## src/rtl/instr_prefetch_buffer.sv

```systemverilog
// Instruction prefetch buffer: issues sequential word fetches, tracks in-flight
// requests, and presents returned instructions through a show-ahead FIFO.
module instr_prefetch_buffer #(
  parameter int unsigned DEPTH    = 4,
  parameter logic [31:0] RESET_PC = 32'h0000_0000
) (
  input  logic        clk,
  input  logic        resetn,
  output logic        imem_req,
  output logic [31:0] imem_addr,
  input  logic        imem_gnt,
  input  logic        imem_rvalid,
  input  logic [31:0] imem_rdata,
  input  logic        redirect,
  input  logic [31:0] redirect_pc,
  input  logic        instr_ready,
  output logic        instr_valid,
  output logic [31:0] instr_out,
  output logic [31:0] pc_out,
  output logic [31:0] pc_plus4_out
);

  localparam int unsigned PW = $clog2(DEPTH);
  localparam int unsigned CW = PW + 1;

  typedef logic [PW-1:0] ptr_t;
  typedef logic [CW-1:0] cnt_t;
  typedef logic [CW:0]   occ_t;

  typedef struct packed {
    logic [31:0] instr;
    logic [31:0] pc;
  } fifo_entry_t;

  localparam cnt_t        ONE_C     = cnt_t'(1);
  localparam ptr_t        ONE_P     = ptr_t'(1);
  localparam occ_t        DEPTH_OCC = occ_t'(DEPTH);
  localparam logic [31:0] NOP_INSTR = 32'h0000_0013;

  // Architectural state
  logic [31:0] fetch_pc_q,     fetch_pc_d;
  ptr_t        fifo_head_q,    fifo_head_d;
  ptr_t        fifo_tail_q,    fifo_tail_d;
  cnt_t        fifo_count_q,   fifo_count_d;
  ptr_t        inflight_head_q, inflight_head_d;
  ptr_t        inflight_tail_q, inflight_tail_d;
  cnt_t        outstanding_q,  outstanding_d;
  cnt_t        discard_q,      discard_d;

  fifo_entry_t fifo_mem_q     [DEPTH];
  logic [31:0] inflight_mem_q [DEPTH];

  // Per-cycle control
  occ_t        occupancy;
  logic        grant;
  logic        drop;
  logic        keep;
  logic        fifo_push;
  logic        fifo_pop;
  fifo_entry_t fifo_wr_data;
  fifo_entry_t head_entry;

  always_comb begin
    occupancy = {1'b0, fifo_count_q} + {1'b0, outstanding_q};
    imem_req  = resetn && !redirect && (occupancy < DEPTH_OCC);
    imem_addr = fetch_pc_q;
    grant     = imem_req && imem_gnt;
    drop      = imem_rvalid && (discard_q != '0);
    keep      = imem_rvalid && !drop;
    // A redirect flushes the FIFO, so neither side of it may move that cycle.
    fifo_push = keep && !redirect;
    fifo_pop  = instr_valid && instr_ready && !redirect;

    fifo_wr_data.instr = imem_rdata;
    fifo_wr_data.pc    = inflight_mem_q[inflight_head_q];
  end

  always_comb begin
    head_entry   = fifo_mem_q[fifo_head_q];
    instr_valid  = (fifo_count_q != '0);
    instr_out    = instr_valid ? head_entry.instr : NOP_INSTR;
    pc_out       = instr_valid ? head_entry.pc    : 32'h0000_0000;
    pc_plus4_out = pc_out + 32'd4;
  end

  // NOTE: every signal gets a default at the top of the block, so no path
  // through the conditionals can leave one unassigned and infer a latch.
  always_comb begin
    fetch_pc_d      = fetch_pc_q;
    fifo_head_d     = fifo_head_q;
    fifo_tail_d     = fifo_tail_q;
    fifo_count_d    = fifo_count_q;
    inflight_head_d = inflight_head_q;
    inflight_tail_d = inflight_tail_q;
    outstanding_d   = outstanding_q;
    discard_d       = discard_q;

    if (redirect) begin
      fetch_pc_d = redirect_pc & 32'hFFFF_FFFC;
    end else if (grant) begin
      fetch_pc_d = fetch_pc_q + 32'd4;
    end

    unique case ({grant, imem_rvalid})
      2'b10:   outstanding_d = outstanding_q + ONE_C;
      2'b01:   outstanding_d = outstanding_q - ONE_C;
      default: ;
    endcase

    // Everything still in flight at a redirect (bar a response landing now)
    // belongs to the old path; re-deriving from outstanding makes
    // back-to-back redirects accumulate without extra bookkeeping.
    if (redirect) begin
      discard_d = imem_rvalid ? (outstanding_q - ONE_C) : outstanding_q;
    end else if (drop) begin
      discard_d = discard_q - ONE_C;
    end

    if (redirect) begin
      inflight_head_d = inflight_tail_q;
    end else if (keep) begin
      inflight_head_d = inflight_head_q + ONE_P;
    end
    if (grant) begin
      inflight_tail_d = inflight_tail_q + ONE_P;
    end

    if (redirect) begin
      fifo_head_d  = '0;
      fifo_tail_d  = '0;
      fifo_count_d = '0;
    end else begin
      if (fifo_push) begin
        fifo_tail_d = fifo_tail_q + ONE_P;
      end
      if (fifo_pop) begin
        fifo_head_d = fifo_head_q + ONE_P;
      end
      unique case ({fifo_push, fifo_pop})
        2'b10:   fifo_count_d = fifo_count_q + ONE_C;
        2'b01:   fifo_count_d = fifo_count_q - ONE_C;
        default: ;
      endcase
    end
  end

  // NOTE: state registers use non-blocking assignments so every flop samples
  // the pre-edge value of its neighbours, independent of statement order.
  always_ff @(posedge clk or negedge resetn) begin
    if (!resetn) begin
      fetch_pc_q      <= RESET_PC;
      fifo_head_q     <= '0;
      fifo_tail_q     <= '0;
      fifo_count_q    <= '0;
      inflight_head_q <= '0;
      inflight_tail_q <= '0;
      outstanding_q   <= '0;
      discard_q       <= '0;
    end else begin
      fetch_pc_q      <= fetch_pc_d;
      fifo_head_q     <= fifo_head_d;
      fifo_tail_q     <= fifo_tail_d;
      fifo_count_q    <= fifo_count_d;
      inflight_head_q <= inflight_head_d;
      inflight_tail_q <= inflight_tail_d;
      outstanding_q   <= outstanding_d;
      discard_q       <= discard_d;
    end
  end

  // NOTE: the storage arrays are deliberately left without reset; the counts
  // and pointers above decide which slots are live, so stale contents are
  // never observed and the arrays can map onto plain RAM/flop banks.
  always_ff @(posedge clk) begin
    if (fifo_push) begin
      fifo_mem_q[fifo_tail_q] <= fifo_wr_data;
    end
    if (grant) begin
      inflight_mem_q[inflight_tail_q] <= fetch_pc_q;
    end
  end

  a_occupancy_bound: assert property (
    @(posedge clk) disable iff (!resetn) occupancy <= DEPTH_OCC);

  a_rvalid_has_request: assert property (
    @(posedge clk) disable iff (!resetn) imem_rvalid |-> (outstanding_q != '0));

  a_no_fifo_overflow: assert property (
    @(posedge clk) disable iff (!resetn)
    !(fifo_push && !fifo_pop && (occ_t'(fifo_count_q) == DEPTH_OCC)));

endmodule

```

## config.mk

```make
export PLATFORM = sky130hd
export DESIGN_NAME = instr_prefetch_buffer
export DESIGN_NICKNAME = d
export VERILOG_FILES = /design/src/rtl/instr_prefetch_buffer.sv
export SDC_FILE = /design/constraint.sdc
export NUM_CORES = 1
export LEC_CHECK = 0
export BUFFER_PORTS_ARGS = -buffer_cell sky130_fd_sc_hd__buf_2
export CORE_MARGIN = 3
export CORE_UTILIZATION = 30
export DETAILED_ROUTE_END_ITERATION = 6
export PLACE_DENSITY = 0.51
export RECOVER_POWER = 25
export SYNTH_ARGS = -nofsm -noshare
export SYNTH_HDL_FRONTEND = slang
export SYNTH_SLANG_ARGS = --single-unit
```

## constraint.sdc

```tcl
create_clock -name clk -period 4.9 [get_ports clk]
set_input_delay 1.47 -clock clk [delete_from_list [all_inputs] [get_ports clk]]
set_output_delay 1.47 -clock clk [all_outputs]
set_load 0.03 [all_outputs]
```

# Word-level counts from Yosys, hierarchy flattened
# Memory sizes are Yosys's and may differ from the RTL's.
# Index checks and enable logic that the tools add are counted.
[classes]
mux = 20
reduce_logical = 19
n_eq_ne = 4
addsub = 12
n_lt_le_gt_ge = 1
[op_table]
columns = ["op", "n"]
rows = [
  ["2-to-1 mux 32 bit", 4],
  ["adder 32 x 3 -> 32 bit, second input constant", 2],
  ["2-to-1 mux 2 bit", 6],
  ["2-to-1 mux 3 bit", 4],
  ["case mux 3 bit (2 select lines)", 2],
  ["nonzero test 2 bit", 6],
  ["nonzero test 3 bit", 3],
  ["subtractor 3 x 1 -> 3 bit, second input constant", 3],
  ["adder 2 x 1 -> 2 bit, second input constant", 4],
  ["logical AND 1 bit", 8],
  ["adder 3 x 1 -> 3 bit, second input constant", 2],
  ["adder 3 x 3 -> 4 bit", 1],
  ["== test 2 x 1 -> 1 bit, second input constant", 2],
  ["== test 2 bit, second input constant", 2],
  ["< comparator 4 x 3 -> 1 bit, second input constant", 1],
  ["2-to-1 mux 1 bit", 4],
  ["zero test 1 bit", 2],
]
[word_totals]
wordCells = 66
mem_bits_rw = 384
mem_count = 2
ff_bits = 49
input_bits = 70
[mem_list]
columns = ["name", "words", "word_bits", "read_ports", "rd_ports_with_merged_regs", "wr", "line_no", "text"]
rows = [
  ["fifo_mem_q", 4, 64, 1, 0, 1, "50", "fifo_entry_t fifo_mem_q [DEPTH];"],
  ["inflight_mem_q", 4, 32, 1, 0, 1, "51", "logic [31:0] inflight_mem_q [DEPTH];"],
]

# Logic depth before layout (Yosys ltp)
[logic_depth]
ltp_word = 8
depth_mapped = 15
mapped_depth_nobuf = 11

# Least setup slack after synthesis
# OpenSTA, ideal clock, no wires.
[synth_path]
path_type = "reg-to-output"
from = "reg fifo_count_q[0]"
to = "out pc_plus4_out[28]"
path_buffers = 4
t_required_ns = 3.430
path_slack_ns = -0.655
t_arrival_ns = 4.085
stages_incl_launch_ff = 16
cell_sequence = "dfrtp_1 > nor3_1 > inv_1 > clkbuf_1 > clkbuf_1 > clkbuf_1 > nand2_1 > inv_1 > ha_1 > nand2_1 > o22ai_2 > nand4_1 > or4_1 > buf_2 > nor3_1 > xor2_1"
[synth_via]
elab_chain_cells = 3
[synth_rtl]
columns = ["item", "line_no", "text"]
rows = [
  ["start, declared", "44", "cnt_t fifo_count_q, fifo_count_d;"],
  ["start signal, assigned", "163", "fifo_count_q <= fifo_count_d;"],
  ["nonzero test 3 bit", "80", "instr_valid = (fifo_count_q != '0);"],
  ["named net instr_valid", "17", "output logic instr_valid,"],
  ["2-to-1 mux 32 bit", "82", "pc_out = instr_valid ? head_entry.pc : 32'h0000_0000;"],
  ["named net pc_out[2]", "19", "output logic [31:0] pc_out,"],
  ["adder 32 x 3 -> 32 bit", "83", "pc_plus4_out = pc_out + 32'd4;"],
  ["end, declared", "20", "output logic [31:0] pc_plus4_out"],
]
# The timed path passes the listed nets, and every way through them passes these cells.

# Final worst setup path
[layout_path]
from = "reg fifo_head_q[0]"
to = "out pc_plus4_out[30]"
[layout_via]
elab_chain_cells = 3
[layout_rtl]
columns = ["item", "line_no", "text"]
rows = [
  ["start, declared", "42", "ptr_t fifo_head_q, fifo_head_d;"],
  ["start signal, assigned", "161", "fifo_head_q <= fifo_head_d;"],
  ["memory read (4 x 64 bit)", "--", ""],
  ["2-to-1 mux 32 bit", "82", ""],
  ["adder 32 x 3 -> 32 bit", "83", ""],
]
# No other way between the ends.

==> metrics.md <==
| Metric | Value |
|---|---|
| Status | `finished clean` |
| Largest net degree at the start of global routing | `63` |
| Worst setup EP type | `output pin` |
| Top cells by area, synth | `edfxtp_1 (62%), mux4_2 (11%), dfrtp_1 (6.6%)` |
| Worst Clk Skew | `16.9 ps` |
| WL/cell | `19.7 um` |
| Hold path cells | `1` |
| CP top delay family | `simple AND/OR/NAND/NOR gates` |
| Crit Path Class | `register to output pin` |
| Final min period | `4770 ps` |
| Total track usage | `0.130` |
| Vias | `9,841` |
| Max Clk Rate | `210 MHz` |
| DR DRC count | `0` |
| Die height | `249 um` |
| Asr flop ratio synth | `0.113` |
| #FFs+latches synth | `415` |
| Area share of the largest cell type after synthesis | `0.624` |
| CTS Root Cell | `clkbuf_16` |
| Post-synthesis simple-gate area fraction | `0.0911` |
| Via/cell ratio | `4.79` |
| Final Slew Violations | `0` |
| ANT nets after route | `0` |
| GR Overflow Total | `0` |
| Post-Synth Adder-Cell Area | `0.0131` |
| Drt total wl | `40.6 mm` |
| N_diodes | `0` |
| CP required | `3430 ps` |
| Setup WS post-layout | `132 ps` |
| Die area | `62,000 um^2` |
| # nets final | `1,341` |
| Crit-path max FO | `6` |
| Worst Tran Pin Value | `964 ps` |
| Hold Violations, Final | `0` |
| Reg-to-reg slack, setup | `1920 ps` |
| Fraction of layout cells with a size suffix above 1 | `0.300` |
| Multiplexer share of the synthesized area | `0.127` |
| Origin of the critical flop-to-flop path | `fifo_count_q[2]$_DFFE_PN0P_` |
| Xor/xnor share of the synthesized area | `0.0228` |
| Final hold slack | `523 ps` |
| Leak pwr | `7.48 nW` |
| Fillers | `5,535` |
| Hold Crit Start | `outstanding_q[2]$_DFFE_PN0P_` |
| Worst Path Arrival | `3300 ps` |
| Final setup vio count | `0` |
| Post-synth EDFFs | `368` |
| Synthesis-to-finish area growth | `19.6%` |
| Pre-antenna DRT Iters | `7` |
| Hold EP | `outstanding_q[2]$_DFFE_PN0P_` |
| Synth Flop Type | `edfxtp_1` |
| CP Buf/Inv Count | `1` |
| Synthesized area | `17,700 um^2` |
| Initial DRC Count | `528` |
| Sink Count | `415` |
| Worst slack at placement | `151 ps` |
| H-tree depth | `2` |
| RSZ-0062 raised after global routing | `yes` |
| Initial Utilization | `0.305` |
| Syn Area/Cell | `17.1 um^2` |
| Vias in the first global route | `9,915` |
| Worst vdd ir | `0.346 mV` |
| # rows | `88` |
| Ys Warns | `0` |
| Slew HR | `0.355` |
| Synth Area in Compound Gates | `0.0309` |
| Max Cap Viol | `0` |
| I/O pin count | `200` |
| Clock Latency Late Sink | `560 ps` |
| Global placement routability congestion | `0.742` |
| First-pass GRT wire length | `62.6 mm` |
| Hold_buf cts | `0` |
| CORE AREA | `58,000 um^2` |
| Tightest Hold Check Type | `register to register` |
| R2r endpoint | `imem_addr[23]$_DFFE_PN0P_` |
| Critical Path Max Stage Delay | `620 ps` |
| Syn Inst Count | `1,033` |
| IO Port Bufs | `191` |
| Synth area leader | `edfxtp_1` |
| Fin crit share | `0.973` |
| CP max stage cell | `or4_4` |
| Die W | `249 um` |
| Setup crit start kind | `register` |
| Worst reg2reg path depth | `8` |
| Combinational family with the most area after synthesis | `multiplexers` |
| Worst-path clk slew | `60 ps` |
| Clock tree from TritonCTS | `done` |
| Total power draw | `11.9 mW` |
| CTS Buf Count | `45` |
| Sequential share of the synthesized area | `0.690` |
| Initial antenna violation count | `1` |
| Yosys cell types | `65` |
| Pwr Density | `561 nW/um^2` |
| Worst path cell trace | `mux4_2 > and2_4 > ha_4 > nand2b_1 > o22ai_4 > nand4_1 > or4_4 > nor4_4 > xor2_2 > buf_6` |
| CTS max path bufs | `3` |
| DPL Wire Length | `26.3 mm` |
## cells by family (layout without fill, tap and decap cells)
group / after synthesis / count (layout)
flip-flops: 415 / 415
AND/OR/NAND/NOR: 290 / 290
multiplexers: 106 / 106
AO/OA/AOI/OAI: 81 / 81
buffers and inverters: 76 / 328
XOR/XNOR: 46 / 46
adder cells (fa/ha/maj): 18 / 18
other: 1 / 6
## layout make-up
class	count	area [um^2]	area share
sequential	415	12200	0.578
clock inverter	19	193	0.00909
inverter	22	82.6	0.00390
tap	765	957	0.0452
timing repair buffer	222	1250	0.0589
multi-input combinational	547	5190	0.245
clock buffer	65	1280	0.0606
## synthesized netlist by cell type, types with 5 or more instances
cell type / number
a21oi_1: 12
a221o_1: 6
and2_1: 68
and3_1: 13
and4_1: 7
buf_1: 9
buf_2: 9
buf_4: 9
buf_6: 5
clkbuf_1: 18
dfrtp_1: 47
edfxtp_1: 368
ha_1: 17
inv_1: 21
mux2i_1: 12
mux4_1: 9
mux4_2: 83
nand2_1: 76
nand3_1: 30
nand4_1: 13
nor2_1: 37
nor3_1: 9
o211ai_1: 7
o21ai_0: 21
o21ai_1: 10
xnor2_1: 23
xor2_1: 23
## placed cells by master (no fill, tap or decap), types with 5 or more instances in the layout
cell	n
o211ai_1	7
clkinv_2	6
nand4_1	13
xor2_1	19
mux4_2	85
nor2_1	36
mux4_1	7
inv_1	19
and3_1	13
mux2i_1	12
ha_1	16
xnor2_1	23
nand3_1	30
and2_1	63
clkbuf_16	47
o21ai_1	10
clkbuf_1	43
and4_1	7
dfrtp_1	43
edfxtp_1	368
nor3_1	6
o21ai_0	21
buf_2	158
conb_1	6
nand2_1	74
clkinv_1	7
buf_4	24
a221o_1	6
clkbuf_8	5
a21oi_1	12
## stage by stage
stage,TNS [ps],utilization,instance area [um^2],cells
floorplan,0,-,17800,1038
global placement,0,0.338,19600,1966
detailed placement,0,0.338,19600,1966
CTS,0,0.365,21200,2053
global route,-72.8,0.365,21200,2055
finish,0,0.365,21200,2055
## worst register-to-register path, cell delays in order (launching register included)
cell     delay (ps)
dfrtp_1         420
ha_1            300
or4b_4          500
nor3_4          270
and2_1          300
inv_2           280
nand2_1         360
o21ai_1         120
a221o_1         310
## worst max path at each step
stage                           startpoint  slack (ps)               end  depth (start not counted)
4_1_cts         fifo_head_q[0]$_DFFE_PN0P_           2  pc_plus4_out[30]                         10
6_report        fifo_head_q[0]$_DFFE_PN0P_         130  pc_plus4_out[30]                         10
2_1_floorplan  fifo_count_q[0]$_DFFE_PN0P_          40  pc_plus4_out[28]                         15
3_5_place_dp    fifo_head_q[0]$_DFFE_PN0P_         150  pc_plus4_out[28]                          8
3_3_place_gp    fifo_head_q[0]$_DFFE_PN0P_         200  pc_plus4_out[28]                          8
5_1_grt         fifo_head_q[0]$_DFFE_PN0P_         -40  pc_plus4_out[30]                         10
## where the power goes
group | internal, mW | switching (mW) | total (mW)
logic | 1.44 | 2.56 | 4.00
registers | 4.25 | 0.284 | 4.53
clock network | 2.03 | 1.32 | 3.35
## state kept, by name, indices dropped and copies added, names as in the netlist
signal and cells:
fifo_mem_q 248, inflight_mem_q 120, imem_addr 30, discard_q 3, fifo_count_q 3, outstanding_q 3, fifo_head_q 2, fifo_tail_q 2
inflight_head_q 2, inflight_tail_q 2
## repair_timing
action	CTS	global route
setup buffers	3	2
resized for setup	21	12
pin swaps	2	2
setup endpoints to repair	18	13
## layer usage
metal | vias up | GRT usage | wire [um] | share of wire
met4 | 0 | 0.0290 | 561 | 0.014
li1 | 4480 | - | - | -
met2 | 310 | 0.198 | 18400 | 0.45
met3 | 41 | 0.0278 | 2680 | 0.066
met1 | 5010 | 0.192 | 18900 | 0.47
met5 | - | 0 | 0 | 0
Note: power is estimated with default switching activity, not from simulation.
